[config.mk]
export PLATFORM = sky130hd
export DESIGN_NAME = reg_bank_dbg
export DESIGN_NICKNAME = d
export VERILOG_FILES = /design/src/rtl/reg_bank_dbg.sv
export SDC_FILE = /design/constraint.sdc
export NUM_CORES = 2
export LEC_CHECK = 0
export CORE_MARGIN = 4
export CORE_UTILIZATION = 44
export DETAILED_ROUTE_END_ITERATION = 16
export PLACE_DENSITY_LB_ADDON = 0.1
export SYNTH_ARGS = -nofsm -noshare
export SYNTH_HDL_FRONTEND = slang
export SYNTH_SLANG_ARGS = --single-unit
[constraint.sdc]
create_clock -name clk -period 3.5 [get_ports clk]
set_input_delay 0.7 -clock clk [delete_from_list [all_inputs] [get_ports clk]]
set_output_delay 0.7 -clock clk [all_outputs]
set_load 0.005 [all_outputs]
[src/rtl/reg_bank_dbg.sv]
// Two-read/one-write register bank with optional r0 hardwiring and write bypass,
// plus a handshaked debug port that streams every register out in index order.
module reg_bank_dbg #(
  parameter int unsigned WIDTH_B = 32,
  parameter int unsigned ADDR_B  = 5,
  parameter bit          ZERO_R0 = 1'b1,
  parameter bit          BYPASS  = 1'b1
) (
  input  logic               clk,
  input  logic               rst_n,
  input  logic               RegWrite,
  input  logic [ADDR_B-1:0]  Write_Addr,
  input  logic [WIDTH_B-1:0] Write_Data,
  input  logic [ADDR_B-1:0]  Read_Addr_1,
  input  logic [ADDR_B-1:0]  Read_Addr_2,
  output logic [WIDTH_B-1:0] Read_Data_1,
  output logic [WIDTH_B-1:0] Read_Data_2,
  input  logic               dbg_start,
  output logic               dbg_valid,
  input  logic               dbg_ready,
  output logic [ADDR_B-1:0]  dbg_addr,
  output logic [WIDTH_B-1:0] dbg_data,
  output logic               dbg_busy,
  output logic               dbg_done
);

  localparam int unsigned DEPTH = 2 ** ADDR_B;
  localparam logic [ADDR_B-1:0] LAST_ADDR = ADDR_B'(DEPTH - 1);

  localparam logic [1:0] S_IDLE = 2'd0;
  localparam logic [1:0] S_SEND = 2'd1;
  localparam logic [1:0] S_DONE = 2'd2;

  logic [WIDTH_B-1:0] regs [DEPTH];
  logic               we_c;

  logic [1:0]         state;
  logic [1:0]         state_nxt;
  logic               valid_nxt;
  logic               busy_nxt;
  logic               done_nxt;
  logic [ADDR_B-1:0]  addr_nxt;
  logic [WIDTH_B-1:0] data_nxt;

  logic [ADDR_B-1:0]  next_idx;
  logic [WIDTH_B-1:0] rd_first;
  logic [WIDTH_B-1:0] rd_next;

  // Value any reader sees for addr this cycle: r0 forcing, then write forwarding.
  function automatic logic [WIDTH_B-1:0] read_val(
    input logic [ADDR_B-1:0]  addr,
    input logic [WIDTH_B-1:0] stored,
    input logic               we,
    input logic [ADDR_B-1:0]  waddr,
    input logic [WIDTH_B-1:0] wdata
  );
    logic [WIDTH_B-1:0] val;
    val = stored;
    if (BYPASS && we && (waddr == addr)) begin
      val = wdata;
    end
    if (ZERO_R0 && (addr == '0)) begin
      val = '0;
    end
    return val;
  endfunction

  assign we_c = RegWrite && !(ZERO_R0 && (Write_Addr == '0));

  // Register array; writes to r0 are dropped when it is hardwired.
  always_ff @(posedge clk or negedge rst_n) begin
    if (!rst_n) begin
      for (int i = 0; i < int'(DEPTH); i++) begin
        regs[i] <= '0;
      end
    end else if (we_c) begin
      regs[Write_Addr] <= Write_Data;
    end
  end

  assign Read_Data_1 = read_val(Read_Addr_1, regs[Read_Addr_1], we_c, Write_Addr, Write_Data);
  assign Read_Data_2 = read_val(Read_Addr_2, regs[Read_Addr_2], we_c, Write_Addr, Write_Data);

  assign next_idx = dbg_addr + ADDR_B'(1);
  assign rd_first = read_val('0, regs[0], we_c, Write_Addr, Write_Data);
  assign rd_next  = read_val(next_idx, regs[next_idx], we_c, Write_Addr, Write_Data);

  always_ff @(posedge clk or negedge rst_n) begin
    if (!rst_n) begin
      state <= S_IDLE;
    end else begin
      state <= state_nxt;
    end
  end

  // Dump sequencing; the presented beat only changes when it is accepted.
  always_comb begin
    state_nxt = state;
    valid_nxt = 1'b0;
    busy_nxt  = 1'b0;
    done_nxt  = 1'b0;
    addr_nxt  = dbg_addr;
    data_nxt  = dbg_data;
    case (state)
      S_IDLE: begin
        if (dbg_start) begin
          state_nxt = S_SEND;
          valid_nxt = 1'b1;
          busy_nxt  = 1'b1;
          addr_nxt  = '0;
          data_nxt  = rd_first;
        end
      end
      S_SEND: begin
        valid_nxt = 1'b1;
        busy_nxt  = 1'b1;
        if (dbg_ready) begin
          if (dbg_addr == LAST_ADDR) begin
            state_nxt = S_DONE;
            valid_nxt = 1'b0;
            done_nxt  = 1'b1;
          end else begin
            addr_nxt = next_idx;
            data_nxt = rd_next;
          end
        end
      end
      S_DONE: begin
        state_nxt = S_IDLE;
      end
      default: begin
        state_nxt = S_IDLE;
      end
    endcase
  end

  always_ff @(posedge clk or negedge rst_n) begin
    if (!rst_n) begin
      dbg_valid <= 1'b0;
      dbg_busy  <= 1'b0;
      dbg_done  <= 1'b0;
      dbg_addr  <= '0;
      dbg_data  <= '0;
    end else begin
      dbg_valid <= valid_nxt;
      dbg_busy  <= busy_nxt;
      dbg_done  <= done_nxt;
      dbg_addr  <= addr_nxt;
      dbg_data  <= data_nxt;
    end
  end

endmodule

# Word-level counts from Yosys, hierarchy flattened
# Cells that the tools add are included.
[totals]
out_inout_bits = 104
latchBits = 0
wordCells = 109
ff_bits = 1066
input_bits = 52
rom_bits = 0
ramBits = 0
mem_count = 0
[classes]
muxes = 38
n_lt_le_gt_ge = 5
div_mod_pow = 0
shifts = 0
mul = 0
n_reduce_logical = 14
n_eq_ne = 9
n_addsub = 1
n_bitwise = 4
[op_table]
columns = ["operator", "n"]
rows = [
  ["$bwmux 1024", 1],
  ["$mux 32", 16],
  ["$bmux 32 s5", 3],
  ["$demux 32 s5", 1],
  ["$pmux 32 s2", 1],
  ["$ge 6x6->1 const B", 4],
  ["$not 5->6", 4],
  ["$logic_not 5->1", 4],
  ["$eq 5x5->1", 3],
  ["$mux 5", 3],
  ["$pmux 5 s2", 1],
  ["$ne 2x2->1 const B", 4],
  ["$lt 6x1->1 const B", 1],
  ["$mux 1", 6],
  ["$mux 2", 3],
  ["$add 5x1->5 const B", 1],
  ["$eq 5x5->1 const B", 1],
  ["$logic_and 1x1->1", 5],
  ["$pmux 1 s2", 2],
  ["$pmux 2 s2", 1],
  ["$reduce_and 4->1", 1],
  ["$reduce_and 3->1", 1],
  ["$eq 2x1->1 const B", 1],
  ["$logic_not 2->1", 1],
  ["2 further kinds", 2],
]

# Depth between registers and ports, before layout
[depth]
ltp_word = 10
ltp_mapped = 10
ltp_nobuf = 9

# Least setup slack after synthesis
# No wires, ideal clock.
[synth_timing]
path_type = "input port to output port"
startpoint = "in Read_Addr_2[0]"
endpoint = "out Read_Data_2[8]"
t_arrival_ps = 2537
path_buffers = 3
stages = 7
slack_ps = 263
path_cell_list = "buf_6 > buf_2 > buf_2 > mux4_2 > mux2_2 > a221oi_1 > o31ai_1"
[synth_between]
elab_chain_len = 6
[synth_lines]
columns = ["item", "line_no", "text"]
rows = [
  ["start: declaration", "15", "input logic [ADDR_B-1:0] Read_Addr_2,"],
  ["$not 5->6 (implied by the code)", "82", "assign Read_Data_2 = read_val(Read_Addr_2, regs[Read_Addr_2], we_c, Write_Addr, Write_Data);"],
  ["$bmux 32 s5", "82", ""],
  ["$mux 32 (implied by the code) (2 in series)", "82", ""],
  ["$mux 32", "59", "if (BYPASS && we && (waddr == addr)) begin"],
  ["$mux 32 *", "62", "if (ZERO_R0 && (addr == '0)) begin"],
  ["end: declaration", "17", "output logic [WIDTH_B-1:0] Read_Data_2,"],
]
# Mark *: on every way between the ends. The rest lies on a longest branch, timed or not. The select of a mux whose other input is x is not followed.

# Worst setup path after layout
[layout_timing]
startpoint = "in Read_Addr_2[0]"
endpoint = "out Read_Data_2[24]"
# Same word-level chain as after synthesis.

==> flow_summary.toml <==
[synthesis]
ys_seq_area_share_pct = 40.8
synthFlopType = "dfrtp_1"
yosysWarningCount = 0
synth_cell_type_count = 58
syn_area_mm2 = 0.0654
synth_edf_count = 0
synth-seq-cells = 1066
syn_area_per_cell_um2 = 13.8
synthCells = 4741
ys_async_sr_fraction_pct = 100
syn_nets = 4796

[timing]
fmax_mhz = 274
min_period_ps = 3650
maxSlewViolCount = 0
slew_headroom_pct = 30.1
hold_viol = 0
finalSetupViolCount = 21
rsz0062_at_grt = "yes"
setup_slack_ps = -150
worst-slew-pin-transition_ps = 1050
finClkSkew_ps = 26.0
finalCritPeriodShare_pct = 104

[floorplan]
start_util_pct = 44.3
fp.dieH_um = 393
design.die.area_mm2 = 0.155
row_count = 141
die_w_um = 393
fp.coreArea_mm2 = 0.148
io_pins = 156

[grt]
grt_pass1_vias = 49145
grt_first_pass_wirelength_um = 382000
grt_overflow = 0
grtUsageTotal_pct = 34.2
grt_max_degree = 131
antenna_found_initial = 9

[layout]
fin_util_pct = 55.0
area_delta_synth_final_pct = 24.3
drive_gt1_share_pct = 54.6
finalNonFillerCells = 7249
fin_nets = 5275
fin_area_mm2 = 0.0812

[cts]
htreeDepth = 4
numCtsBuffers = 130
cts_sinks = 1066
worstSkewPairLatency_ps = 780
clk_path_buf_depth = 3
clkTransAtPathRegs_ps = 60
clockRootBuffer = "clkbuf_16"
cts_tree = "yes"

[power_and_ir_drop]
leakage_nw = 34.6
powerDensity_mw_per_mm2 = 616
peakVddDrop_mv = 0.411
total_power_mw = 50.0

[drt]
vias = 49792
ant_nets = 0
drc = 0
routedWlPerCell_um = 37.0
drt-pass1-iter-count = 6
drt_iter0_drc = 6024
viasPerCell = 6.87
wirelength_um = 268000

[critical_path]
reg2reg_from = "dbg_addr[0]"
start_kind = "input port"
crit_type = "in -> out"
critPathRequiredTime_ps = 2800
cp_max_fo = 5
end_kind = "output port"
arrival_ps = 2950
worstPathCellList = "buf_16 > buf_16 > buf_8 > buf_8 > buf_6 > mux4_2 > mux4_2 > nor2b_4 > a221o_1 > buf_2"
startpoint = "Read_Addr_2[0]"
max_stage_delay_ps = 530
crit_path_top_delay_cell = "mux4_2"

[placement]
place_ws_ps = -1070
post-dp-hpwl_um = 171000
place_area_mm2 = 0.0733
place_inst = 6855
io_buffers = 155
gp_congestion = 0.889

[status]
violations = "negative setup slack"
status = "finished, violations left"

[run]
max-cap-violations = 0

[hold_path]
min_from = "regs[1020]"
min_path_type = "reg -> reg"
==> logic make-up after synthesis <==
family	after synthesis	synth area share (%)
compound gates	514	5.15
xor+xnor	18	0.264
fa+ha+maj	3	0.0574
buf+inv	542	3.78
flops	1066	40.8
mux	1946	45.7
simple gates	652	4.27
==> through the flow <==
step | hold slack, ps | setup TNS (ps)
after floorplan | 404 | 0
after global placement | 398 | -41230
after detailed placement | 404 | -42360
after CTS | 418 | -2470
after global routing | 425 | -1880
final | 420 | -1410
==> worst max-delay path, delay by kind of cell <==
family | cells | cell delay (ps)
buffers and inverters | 6 | 750
multiplexers | 2 | 1030
AO/OA/AOI/OAI | 1 | 300
AND/OR/NAND/NOR | 1 | 160
==> Yosys cell counts, drive strengths merged (11+ instances only) <==
library cell	instances	area share (%)
o21a	32	0.37
a221oi	45	0.60
a211oi	23	0.26
nor2b	24	0.23
nor3	13	0.11
o221ai	30	0.40
mux2	1049	18
mux4	723	25
a22o	14	0.19
nor4	33	0.33
nor2	78	0.45
nand2	423	2.4
o21ai	54	0.41
buf	248	2.1
mux2i	174	2.7
o31ai	13	0.15
a31oi	43	0.41
nand3	40	0.31
clkbuf	292	1.7
a21oi	181	1.4
a22oi	28	0.32
a221o	13	0.20
o21bai	11	0.13
dfrtp	1066	41
==> layout make-up <==
cell class                      count  area, um2
Sequential cell                  1066      26700
Antenna cell                        1       2.50
Clock buffer                      194       3930
Inverter                            2       12.5
Tap cell                         1930       2410
Clock inverter                     36        548
Fill cell                       12023      66400
Multi-Input combinational cell   3133      37700
Timing Repair Buffer              887       9970
==> what timing repair did <==
| action | 4_1_cts | 5_1_grt |
|---|---|---|
| hold buffers | 1 | 0 |
| resized for setup | 519 | 175 |
| endpoints found under the setup margin | 64 | 62 |
| buffers inserted | 123 | 53 |
| gates cloned | 19 | 4 |
| hold endpoints to repair | 22 | 0 |
| pin swaps | 101 | 79 |
==> per-layer routing <==
layer	track usage (%)	part of all wire [%]
met5	0	0.015
met4	13.8	4.6
met3	9.28	10
met2	50.3	44
met1	48.3	41
==> power breakdown <==
group | internal [mW] | leakage [nW] | switching (mW) | total (mW)
clock network | 8.77 | 2.21 | 5.67 | 14.4
registers | 14.7 | 13.7 | 2.42 | 17.1
logic | 9.62 | 18.7 | 8.85 | 18.5
==> worst paths after layout <==
| check | slack (ps) | depth (start not counted) | to |
|---|---|---|---|
| max | -150 | 10 | Read_Data_2[24] |
| min | 420 | 0 | regs[1020] |
| max reg2reg | 170 | 7 | dbg_data[14] |
| min reg2reg | 420 | 0 | regs[1020] |
| max in group asynchronous | 1850 | 4 | regs[502] |
| min in group asynchronous | 450 | 2 | regs[819] |
==> state kept, by name, indices dropped and copies added, names as in the netlist <==
| name | flops |
|---|---|
| regs | 1024 |
| dbg_data | 32 |
| dbg_addr | 5 |
| state | 2 |
| dbg_busy | 1 |
| dbg_done | 1 |
| dbg_valid | 1 |
==> layout by cell type (no fill, tap or decap), types with 37 or more instances in the layout <==
master / netlist / routed
mux2_2: 960 / 941
buf_12: 0 / 174
dfrtp_1: 1066 / 1065
a31oi_1: 43 / 40
mux2i_1: 174 / 168
buf_6: 23 / 72
a21oi_1: 181 / 171
mux4_2: 723 / 723
clkdlybuf4s50_1: 0 / 74
nand2_1: 423 / 390
nor2_1: 78 / 51
clkbuf_16: 0 / 141
buf_4: 30 / 434
nand3_1: 40 / 37
buf_2: 109 / 37
mux2_1: 89 / 89
(Power assumes the default switching activity.)
